### src/rtl/reader_cmdtx_if.sv
// rtl/reader_cmdtx_if.sv - command request and serial bit stream bundle for reader_cmdtx
interface reader_cmdtx_if;
  logic        start;
  logic [3:0]  cmd_sel;
  logic [33:0] args;
  logic        crc_corrupt;
  logic        txbit;
  logic        txvalid;
  logic        busy;
  logic        done;
  logic        badcmd;

  modport master (
    output start, cmd_sel, args, crc_corrupt,
    input  txbit, txvalid, busy, done, badcmd
  );

  modport slave (
    input  start, cmd_sel, args, crc_corrupt,
    output txbit, txvalid, busy, done, badcmd
  );
endinterface

### src/rtl/reader_cmdtx.sv
// rtl/reader_cmdtx.sv - reader command serializer with CRC5/CRC16; final CRC bit corruption under CMDTX_CRC_CORRUPT_EN
module reader_cmdtx (
  input logic           bitclk,
  input logic           reset,
  reader_cmdtx_if.slave bus
);
  localparam logic [2:0] S_IDLE   = 3'd0;
  localparam logic [2:0] S_OPCODE = 3'd1;
  localparam logic [2:0] S_ARGS   = 3'd2;
  localparam logic [2:0] S_CRC    = 3'd3;
  localparam logic [2:0] S_DONE   = 3'd4;

  localparam logic [1:0] CRC_NONE = 2'd0;
  localparam logic [1:0] CRC_5    = 2'd1;
  localparam logic [1:0] CRC_16   = 2'd2;

  localparam logic [4:0]  CRC5_PRESET  = 5'b01001;
  localparam logic [15:0] CRC16_PRESET = 16'hFFFF;

  logic [2:0]  state;
  logic [5:0]  cnt;
  logic [7:0]  op_sh;
  logic [33:0] args_sh;
  logic [5:0]  arg_len;
  logic [1:0]  crc_sel;
  logic [4:0]  crc5;
  logic [15:0] crc16;
  logic        badcmd_r;
  logic        cur_bit;
  logic        sending;

  logic        cmd_ok;
  logic [7:0]  op_n;
  logic [5:0]  op_len_n;
  logic [5:0]  arg_len_n;
  logic [1:0]  crc_n;

  logic [4:0]  crc5_step;
  logic [15:0] crc16_step;
  logic [5:0]  crc_last;

`ifdef CMDTX_CRC_CORRUPT_EN
  logic        corrupt_r;
`else
  logic        unused_crc_corrupt;
  assign unused_crc_corrupt = bus.crc_corrupt;
`endif

  // Frame table lookup: opcode left-justified in 8 bits, opcode/arg lengths, CRC kind
  always_comb begin
    cmd_ok    = 1'b1;
    op_n      = 8'h00;
    op_len_n  = 6'd2;
    arg_len_n = 6'd0;
    crc_n     = CRC_NONE;
    case (bus.cmd_sel)
      4'd0: begin op_n = 8'b0000_0000; op_len_n = 6'd2; arg_len_n = 6'd2;  end
      4'd1: begin op_n = 8'b0100_0000; op_len_n = 6'd2; arg_len_n = 6'd16; end
      4'd2: begin op_n = 8'b1000_0000; op_len_n = 6'd4; arg_len_n = 6'd13; crc_n = CRC_5; end
      4'd3: begin op_n = 8'b1001_0000; op_len_n = 6'd4; arg_len_n = 6'd5;  end
      4'd4: begin op_n = 8'b1100_0000; op_len_n = 6'd8; arg_len_n = 6'd0;  end
      4'd5: begin op_n = 8'b1100_0001; op_len_n = 6'd8; arg_len_n = 6'd16; crc_n = CRC_16; end
      4'd6: begin op_n = 8'b1100_0010; op_len_n = 6'd8; arg_len_n = 6'd34; crc_n = CRC_16; end
      default: cmd_ok = 1'b0;
    endcase
  end

  // Bit on the wire this cycle; the CRC16 is sent complemented, the CRC5 as-is
  always_comb begin
    cur_bit = 1'b0;
    case (state)
      S_OPCODE: cur_bit = op_sh[7];
      S_ARGS:   cur_bit = args_sh[33];
      S_CRC:    cur_bit = (crc_sel == CRC_5) ? crc5[4] : ~crc16[15];
      default:  cur_bit = 1'b0;
    endcase
`ifdef CMDTX_CRC_CORRUPT_EN
    if (state == S_CRC && cnt == 6'd0 && corrupt_r)
      cur_bit = ~cur_bit;
`endif
  end

  assign sending    = (state == S_OPCODE) || (state == S_ARGS) || (state == S_CRC);
  assign crc5_step  = {crc5[3:0], 1'b0} ^ ({5{crc5[4] ^ cur_bit}} & 5'b01001);
  assign crc16_step = {crc16[14:0], 1'b0} ^ ({16{crc16[15] ^ cur_bit}} & 16'h1021);
  assign crc_last   = (crc_sel == CRC_5) ? 6'd4 : 6'd15;

  assign bus.txvalid = sending;
  assign bus.txbit   = sending & cur_bit;
  assign bus.busy    = sending;
  assign bus.done    = (state == S_DONE);
  assign bus.badcmd  = badcmd_r;

  // Frame sequencer: cnt holds remaining bits minus one in the current field
  always_ff @(posedge bitclk or posedge reset) begin
    if (reset) begin
      state    <= S_IDLE;
      cnt      <= 6'd0;
      op_sh    <= 8'h00;
      args_sh  <= 34'h0;
      arg_len  <= 6'd0;
      crc_sel  <= CRC_NONE;
      crc5     <= CRC5_PRESET;
      crc16    <= CRC16_PRESET;
      badcmd_r <= 1'b0;
`ifdef CMDTX_CRC_CORRUPT_EN
      corrupt_r <= 1'b0;
`endif
    end else begin
      badcmd_r <= 1'b0;
      case (state)
        S_IDLE: begin
          if (bus.start) begin
            if (cmd_ok) begin
              state   <= S_OPCODE;
              cnt     <= op_len_n - 6'd1;
              op_sh   <= op_n;
              args_sh <= bus.args << (6'd34 - arg_len_n);
              arg_len <= arg_len_n;
              crc_sel <= crc_n;
              crc5    <= CRC5_PRESET;
              crc16   <= CRC16_PRESET;
`ifdef CMDTX_CRC_CORRUPT_EN
              corrupt_r <= bus.crc_corrupt;
`endif
            end else begin
              badcmd_r <= 1'b1;
            end
          end
        end
        S_OPCODE: begin
          op_sh <= {op_sh[6:0], 1'b0};
          crc5  <= crc5_step;
          crc16 <= crc16_step;
          cnt   <= cnt - 6'd1;
          if (cnt == 6'd0) begin
            if (arg_len != 6'd0) begin
              state <= S_ARGS;
              cnt   <= arg_len - 6'd1;
            end else if (crc_sel != CRC_NONE) begin
              state <= S_CRC;
              cnt   <= crc_last;
            end else begin
              state <= S_DONE;
              cnt   <= 6'd0;
            end
          end
        end
        S_ARGS: begin
          args_sh <= {args_sh[32:0], 1'b0};
          crc5    <= crc5_step;
          crc16   <= crc16_step;
          cnt     <= cnt - 6'd1;
          if (cnt == 6'd0) begin
            if (crc_sel != CRC_NONE) begin
              state <= S_CRC;
              cnt   <= crc_last;
            end else begin
              state <= S_DONE;
              cnt   <= 6'd0;
            end
          end
        end
        S_CRC: begin
          crc5  <= {crc5[3:0], 1'b0};
          crc16 <= {crc16[14:0], 1'b0};
          cnt   <= cnt - 6'd1;
          if (cnt == 6'd0) begin
            state <= S_DONE;
            cnt   <= 6'd0;
          end
        end
        S_DONE: begin
          state <= S_IDLE;
          cnt   <= 6'd0;
          crc5  <= CRC5_PRESET;
          crc16 <= CRC16_PRESET;
        end
        default: state <= S_IDLE;
      endcase
    end
  end
endmodule

### src/flat_wrapper.sv
// flat-port wrapper written by rule: the top's interface ports become plain ports
module reader_cmdtx_flat 
  (bitclk, reset, bus_start, bus_cmd_sel, bus_args, bus_crc_corrupt, bus_txbit, bus_txvalid, bus_busy, bus_done, bus_badcmd);
  reader_cmdtx_if bus_i ();
  input logic bitclk;
  input logic reset;
  input wire logic [$bits(bus_i.start)-1:0] bus_start;
  input wire logic [$bits(bus_i.cmd_sel)-1:0] bus_cmd_sel;
  input wire logic [$bits(bus_i.args)-1:0] bus_args;
  input wire logic [$bits(bus_i.crc_corrupt)-1:0] bus_crc_corrupt;
  output wire logic [$bits(bus_i.txbit)-1:0] bus_txbit;
  output wire logic [$bits(bus_i.txvalid)-1:0] bus_txvalid;
  output wire logic [$bits(bus_i.busy)-1:0] bus_busy;
  output wire logic [$bits(bus_i.done)-1:0] bus_done;
  output wire logic [$bits(bus_i.badcmd)-1:0] bus_badcmd;
  assign bus_i.start = bus_start;
  assign bus_i.cmd_sel = bus_cmd_sel;
  assign bus_i.args = bus_args;
  assign bus_i.crc_corrupt = bus_crc_corrupt;
  assign bus_txbit = bus_i.txbit;
  assign bus_txvalid = bus_i.txvalid;
  assign bus_busy = bus_i.busy;
  assign bus_done = bus_i.done;
  assign bus_badcmd = bus_i.badcmd;
  reader_cmdtx u_core (.bitclk(bitclk), .reset(reset), .bus(bus_i));
endmodule
### config.mk
export PLATFORM = sky130hd
export DESIGN_NAME = reader_cmdtx_flat
export DESIGN_NICKNAME = d
export VERILOG_FILES = /design/src/rtl/reader_cmdtx_if.sv /design/src/rtl/reader_cmdtx.sv /design/src/flat_wrapper.sv
export SDC_FILE = /design/constraint.sdc
export NUM_CORES = 1
export LEC_CHECK = 0
export BUFFER_PORTS_ARGS = -buffer_cell sky130_fd_sc_hd__buf_2
export CORE_ASPECT_RATIO = 2
export CORE_MARGIN = 2
export CORE_UTILIZATION = 39
export DETAILED_ROUTE_END_ITERATION = 12
export HOLD_SLACK_MARGIN = 0.12
export PLACE_DENSITY_LB_ADDON = 0.3
export SLEW_MARGIN = 20
export SYNTH_ARGS = -nofsm -noshare
export SYNTH_HDL_FRONTEND = slang
export SYNTH_SLANG_ARGS = --single-unit
### constraint.sdc
create_clock -name bitclk -period 2.2 [get_ports bitclk]
set_clock_uncertainty 0.2 [all_clocks]
set_input_delay 0.22 -clock bitclk [delete_from_list [all_inputs] [get_ports bitclk]]
set_output_delay 0.22 -clock bitclk [all_outputs]
set_load 0.01 [all_outputs]
### After elaboration in Yosys (flattened, before gate mapping)

Cells that the tools add are included.

| storage, ports and cells | value |
|---|---|
| register bits | 81 |
| bits of input ports | 42 |
| output and inout port bits | 5 |

| cells by class | value |
|---|---|
| add/subtract/negate cells | 4 |
| equal/unequal tests | 16 |
| shift operators | 1 |
| muxes and demuxes | 39 |
| bitwise operators | 6 |
| reduce and logical (&&, ||, !) cells | 23 |

Operators with widths:

| operator | count |
|---|---|
| $mux W34 | 2 |
| $pmux W34 S2 | 1 |
| $pmux W16 S4 | 1 |
| $pmux W6 S5 | 2 |
| $pmux W8 S6 | 1 |
| $mux W6 | 7 |
| $shl A34 B6 Y34 | 1 |
| $mux W16 | 2 |
| $mux W3 | 7 |
| $pmux W5 S4 | 1 |
| $mux W8 | 2 |
| $pmux W8 S2 | 1 |
| $xor A16 B13 Y16 | 1 |
| $reduce_and A3 Y1 | 5 |
| $eq A4 B3 Y1 const B | 3 |
| $pmux W3 S4 | 1 |
| $sub A6 B1 Y6 const B | 2 |
| $mux W5 | 2 |
| $eq A4 B2 Y1 const B | 2 |
| $ne A2 B2 Y1 const B | 4 |
| $pmux W4 S2 | 1 |
| $reduce_or A2 Y1 | 4 |
| $reduce_or A7 Y1 | 1 |
| $eq A3 B2 Y1 const B | 2 |
| other kinds (25) | 33 |

### Longest topological paths before layout

| logic depth | value |
|---|---|
| word-level depth | 8 |
| gate-level depth with buffers | 13 |

### Worst setup path after synthesis

OpenSTA, ideal clock, no wires.

| timing | value |
|---|---|
| kind | input port to flip-flop |
| from | input bus_cmd_sel[3] |
| to | register u_core.args_sh[24] |
| setup time | 66 ps |
| arrival time | 2971 ps |
| data required time | 1934 ps |
| path slack | -1037 ps |
| stages on the path | 10 |
| buffers on the path | 2 |
| path through | or3b_1 -> buf_4 -> buf_1 -> ha_1 -> or2_2 -> a222oi_1 -> inv_2 -> or4_1 -> o22ai_1 -> a221o_1 |

| between the ends | value |
|---|---|
| longest elaborated chain between the ends | 8 |
| elaborated cells on any way between the ends | 18 |
| those cells by class | add/sub (1); eq/ne (7); shift (1); mux (5); reduce/logical (4) |

RTL lines:

| what | line | source |
|---|---|---|
| start, declared | flat_wrapper.sv:8 | `input wire logic [$bits(bus_i.cmd_sel)-1:0] bus_cmd_sel;` |
| $eq A4 B1 Y1 / $eq A4 B3 Y1 (equally long branches) | reader_cmdtx.sv:56 | `case (bus.cmd_sel)` |
| $reduce_or A2 Y1 (no line) | - |  |
| $pmux W6 S5 | reader_cmdtx.sv:56 |  |
| $sub A6 B6 Y6 | reader_cmdtx.sv:118 | `args_sh <= bus.args << (6'd34 - arg_len_n);` |
| $shl A34 B6 Y34 | reader_cmdtx.sv:118 |  |
| $mux W34 | reader_cmdtx.sv:114 | `if (cmd_ok) begin` |
| $mux W34 | reader_cmdtx.sv:113 | `if (bus.start) begin` |
| $pmux W34 S2 | reader_cmdtx.sv:111 | `case (state)` |
| end signal, assigned | reader_cmdtx.sv:118 |  |
| end signal, assigned | reader_cmdtx.sv:150 | `args_sh <= {args_sh[32:0], 1'b0};` |
| end, declared | reader_cmdtx.sv:23 | `logic [33:0] args_sh;` |

Several ways; a longest one is shown, not always the timed one. The select of a mux whose other input is x is not followed.
A chain may end at the register's enable or synchronous reset.

### Worst setup path in the final report

| timing | value |
|---|---|
| from | input bus_cmd_sel[2] |
| to | register u_core.args_sh[16] |

| between the ends | value |
|---|---|
| longest elaborated chain between the ends | 8 |
| elaborated cells on any way between the ends | 18 |
| those cells by class | add/sub (1); eq/ne (7); shift (1); mux (5); reduce/logical (4) |

RTL lines:

| what | line | source |
|---|---|---|
| $eq A4 B1 Y1 / $eq A4 B3 Y1 (equally long branches) | reader_cmdtx.sv:56 |  |
| $reduce_or A2 Y1 (no line) | - |  |
| $pmux W6 S5 * | reader_cmdtx.sv:56 |  |
| net u_core.arg_len_n[1] | reader_cmdtx.sv:35 | `logic [5:0] arg_len_n;` |
| $sub A6 B6 Y6 * | reader_cmdtx.sv:118 |  |
| $shl A34 B6 Y34 * | reader_cmdtx.sv:118 |  |
| $mux W34 * | reader_cmdtx.sv:114 |  |
| $mux W34 * | reader_cmdtx.sv:113 |  |
| $pmux W34 S2 * | reader_cmdtx.sv:111 |  |

Mark *: on every way through the listed nets, which the timed path passes. The rest lies on a longest branch. The select of a mux whose other input is x is not followed.

==> insert_results.sql <==
INSERT INTO impl_metrics (metric_group, metric, value, unit) VALUES
('outcome', 'run_status', 'finished with violations', ''),
('outcome', 'violations', 'negative setup slack', ''),
('synthesis', 'yosys-top-cells-count', '69 x sky130_fd_sc_hd__mux2i_1, 61 x sky130_fd_sc_hd__dfrtp_1, 37 x sky130_fd_sc_hd__nand2_1, 37 x sky130_fd_sc_hd__nor2_1, 30 x sky130_fd_sc_hd__clkbuf_1', ''),
('synthesis', 'ys_async_sr_fraction', '1.00', ''),
('grt', 'grt_use_met2', '0.424', ''),
('critical_path', 'timing.critical_path.to_type', 'register', ''),
('synthesis', 'synth_edf_count', '0', ''),
('timing', 'fin_ws', '-0.399', 'ns'),
('synthesis', 'post-synth-top-area-fraction', '0.274', ''),
('cts', 'cts_buffers', '9', ''),
('floorplanning', 'top_level_ports', '47', ''),
('pwr', 'switching_share', '0.294', ''),
('grt', 'grt_util_met1', '0.229', ''),
('timing', 'setup_viol', '36', ''),
('final_layout', 'area_delta_synth_final', '39.3', '%'),
('floorplanning', 'dieArea', '15300', 'um^2'),
('drt', 'drc', '0', ''),
('synthesis', 'yosys-top-cells-area', 'sky130_fd_sc_hd__dfrtp_1 27%, sky130_fd_sc_hd__mux2i_1 12%, sky130_fd_sc_hd__dfstp_2 8.5%', ''),
('synthesis', 'synthDistinctLibCells', '71', ''),
('synthesis', 'synth_top_flop_cell', 'sky130_fd_sc_hd__dfrtp_1', ''),
('grt', 'grt_max_degree', '39', ''),
('floorplanning', 'die_h', '173', 'um'),
('critical_path', 'cp-start-kind', 'primary input', ''),
('grt', 'global_route.overflow_total', '0', ''),
('final_layout', 'antennaDiodeCount', '0', ''),
('drt', 'routed_wl', '17.9', 'mm'),
('final_layout', 'final_layout_size_suffix_gt1_frac', '0.436', ''),
('floorplanning', 'start_util', '0.399', ''),
('timing', 'grt_setup_unrepaired', 'yes', ''),
('cts', 'clock_latency_late_sink', '0.34', 'ns'),
('synthesis', 'postSynthAreaPerCell', '9.69', 'um^2'),
('critical_path', 'arrival', '2.61', 'ns'),
('synthesis', 'synth_sequential_area_ratio', '0.359', ''),
('drt', 'detail_route.iter0.violations', '272', ''),
('pwr', 'combinationalPowerShare', '0.243', ''),
('synthesis', 'synthesis.nets', '627', ''),
('synthesis', 'synth_most_common_cell', 'sky130_fd_sc_hd__mux2i_1', ''),
('timing', 'min_period', '2.60', 'ns'),
('grt', 'globalRoute.busiestLayer', 'met2', ''),
('placed_design', 'portBuffers', '45', ''),
('pwr', 'power.share.sequential', '0.414', ''),
('pwr', 'p_int', '3.03', 'mW'),
('grt', 'grt_antenna_before_repair', '0', ''),
('placed_design', 'placement.setup.worst_slack', '-0.820', 'ns'),
('min_path', 'number_of_cells_traversed_by_the_worst_hold_path', '4', ''),
('timing', 'hold_viol', '0', ''),
('cts', 'cts_buffer_depth', '2', ''),
('synthesis', 'synthesis.instances', '575', ''),
('floorplanning', 'floorplan.die.width', '88.5', 'um'),
('pwr', 'worst_ir_drop_vdd', '0.000327', 'V'),
('cts', 'cts_root_buf', 'sky130_fd_sc_hd__clkbuf_16', ''),
('synthesis', 'synth_seq_cells', '79', ''),
('floorplanning', 'standard_cell_rows', '61', ''),
('critical_path', 'worst_path_required_time', '2.21', 'ns'),
('critical_path', 'timing.critical_path.fanout_max', '16', ''),
('timing', 'finalCritPeriodShare', '1.18', ''),
('cts', 'tritoncts_clock_tree', 'built', ''),
('pwr', 'power_per_cell_area', '551', 'nW/um^2'),
('grt', 'groute.usage.overall', '0.233', ''),
('drt', 'post_drt_wl_per_cell', '19.4', 'um'),
('timing', 'slew_viol_final', '0', ''),
('synthesis', 'ys.warnings.count', '0', ''),
('pwr', 'clkPwrFrac', '0.343', ''),
('timing', 'slew_headroom', '0.621', ''),
('cts', 'clock-sinks', '79', ''),
('grt', 'global_route_wire_length_before_repair', '27.8', 'mm'),
('final_layout', 'final_layout_fill_cell_count', '1214', ''),
('floorplanning', 'core_area', '14000', 'um^2'),
('cts', 'htreeDepth', '3', ''),
('placed_design', 'placed_cell_area', '6820', 'um^2'),
('placed_design', 'gp_congestion', '1.00', '');
## layout by cell type (no fill, tap or decap), types with 8 or more instances in the layout
| cell type | count |
|---|---|
| sky130_fd_sc_hd__a21o_1 | 8 |
| sky130_fd_sc_hd__a21oi_1 | 20 |
| sky130_fd_sc_hd__a22o_1 | 13 |
| sky130_fd_sc_hd__a22oi_1 | 21 |
| sky130_fd_sc_hd__buf_2 | 43 |
| sky130_fd_sc_hd__buf_4 | 116 |
| sky130_fd_sc_hd__buf_6 | 16 |
| sky130_fd_sc_hd__clkbuf_16 | 10 |
| sky130_fd_sc_hd__dfrtp_1 | 60 |
| sky130_fd_sc_hd__dfstp_2 | 18 |
| sky130_fd_sc_hd__mux2i_1 | 61 |
| sky130_fd_sc_hd__mux4_2 | 14 |
| sky130_fd_sc_hd__nand2_1 | 34 |
| sky130_fd_sc_hd__nand3_1 | 12 |
| sky130_fd_sc_hd__nor2_1 | 35 |
| sky130_fd_sc_hd__o211ai_1 | 9 |
| sky130_fd_sc_hd__o21ai_0 | 23 |
| sky130_fd_sc_hd__o21ai_2 | 12 |
| sky130_fd_sc_hd__o22a_1 | 12 |
## flip-flops by register name (all words and copies together), names as in the netlist
name and flops:
u_core.state 3, u_core.args_sh 34, u_core.arg_len 4, u_core.crc5 5, u_core.crc16 16, u_core.op_sh 8, u_core.bus.badcmd 1, u_core.crc_sel 2
u_core.cnt 6
## path summary, 6_finish.rpt
check	from	end	slack, ns
min in group asynchronous	reset	u_core.cnt[2]	0.24
worst min-delay path	bus_cmd_sel[2]	u_core.crc_sel[0]	0.14
max in group asynchronous	reset	u_core.crc16[9]	0.93
worst min register to register	u_core.op_sh[6]	u_core.op_sh[6]	0.28
worst max register to register	u_core.arg_len[2]	u_core.cnt[1]	-0.05
worst max-delay path	bus_cmd_sel[2]	u_core.args_sh[16]	-0.40
## logic make-up (layout without fill, tap and decap cells)
group	Yosys count	in the layout	share of synthesized area
AOI/OAI and AO/OA	181	181	0.230
xor gates and xnor gates	10	10	0.0157
adders and majority gates	10	10	0.0224
buffers and inverters	66	222	0.0550
DFF	79	79	0.359
muxes	89	89	0.193
and+or+nand+nor	140	141	0.125
## critical path, cell delays in order
cell and delay (ns):
sky130_fd_sc_hd__buf_6 0.09, sky130_fd_sc_hd__buf_6 0.11, sky130_fd_sc_hd__xor2_1 0.14, sky130_fd_sc_hd__nor3_2 0.22, sky130_fd_sc_hd__buf_4 0.16, sky130_fd_sc_hd__ha_4 0.13
sky130_fd_sc_hd__mux2_4 0.30, sky130_fd_sc_hd__o22ai_4 0.21, sky130_fd_sc_hd__buf_4 0.31, sky130_fd_sc_hd__nor3_4 0.08, sky130_fd_sc_hd__buf_4 0.14, sky130_fd_sc_hd__a222oi_1 0.36
sky130_fd_sc_hd__o21ai_1 0.12
## power groups by stage
stage,combinational (mW),sequential [mW],clock (mW)
floorplan,0.572,1.77,0
global placement,0.911,1.79,0
detailed placement,0.924,1.80,0
CTS,0.988,1.77,1.49
global route,1.12,1.80,1.56
finish,1.04,1.77,1.47
## per-stage QoR
stage	instances	utilization	TNS (ns)	power, mW
floorplan	575	-	-22.13	2.35
global placement	875	0.488	-18.90	2.70
detailed placement	875	0.488	-21.23	2.72
CTS	903	0.529	-5.38	4.26
global route	921	0.556	-11.96	4.47
finish	921	0.556	-6.96	4.28
## metal layers
layer  up-vias  wire length [um]
li1       2487                 -
met2       205              9830
met4         0              1480
met5         -                 0
met1      2626              5980
met3        90               569
## what timing repair did
| action | 4_1_cts | 5_1_grt |
|---|---|---|
| cloned | 0 | 3 |
| pin swaps | 8 | 32 |
| buffers inserted | 9 | 15 |
| setup endpoints to repair | 42 | 43 |
| hold buffers | 3 | 0 |
| hold endpoints to repair | 63 | 0 |
| gates resized for setup | 40 | 59 |
## layout make-up
cell class	count	area, um^2	share of cell area
clock buffers	9	225	0.0290
clock inverters	7	70.1	0.00902
inverters	18	91.3	0.0118
multi-input cells	431	3650	0.470
flip-flops and latches	79	2000	0.258
well taps	189	236	0.0304
repair buffers	188	1490	0.192
(Power assumes the default switching activity.)
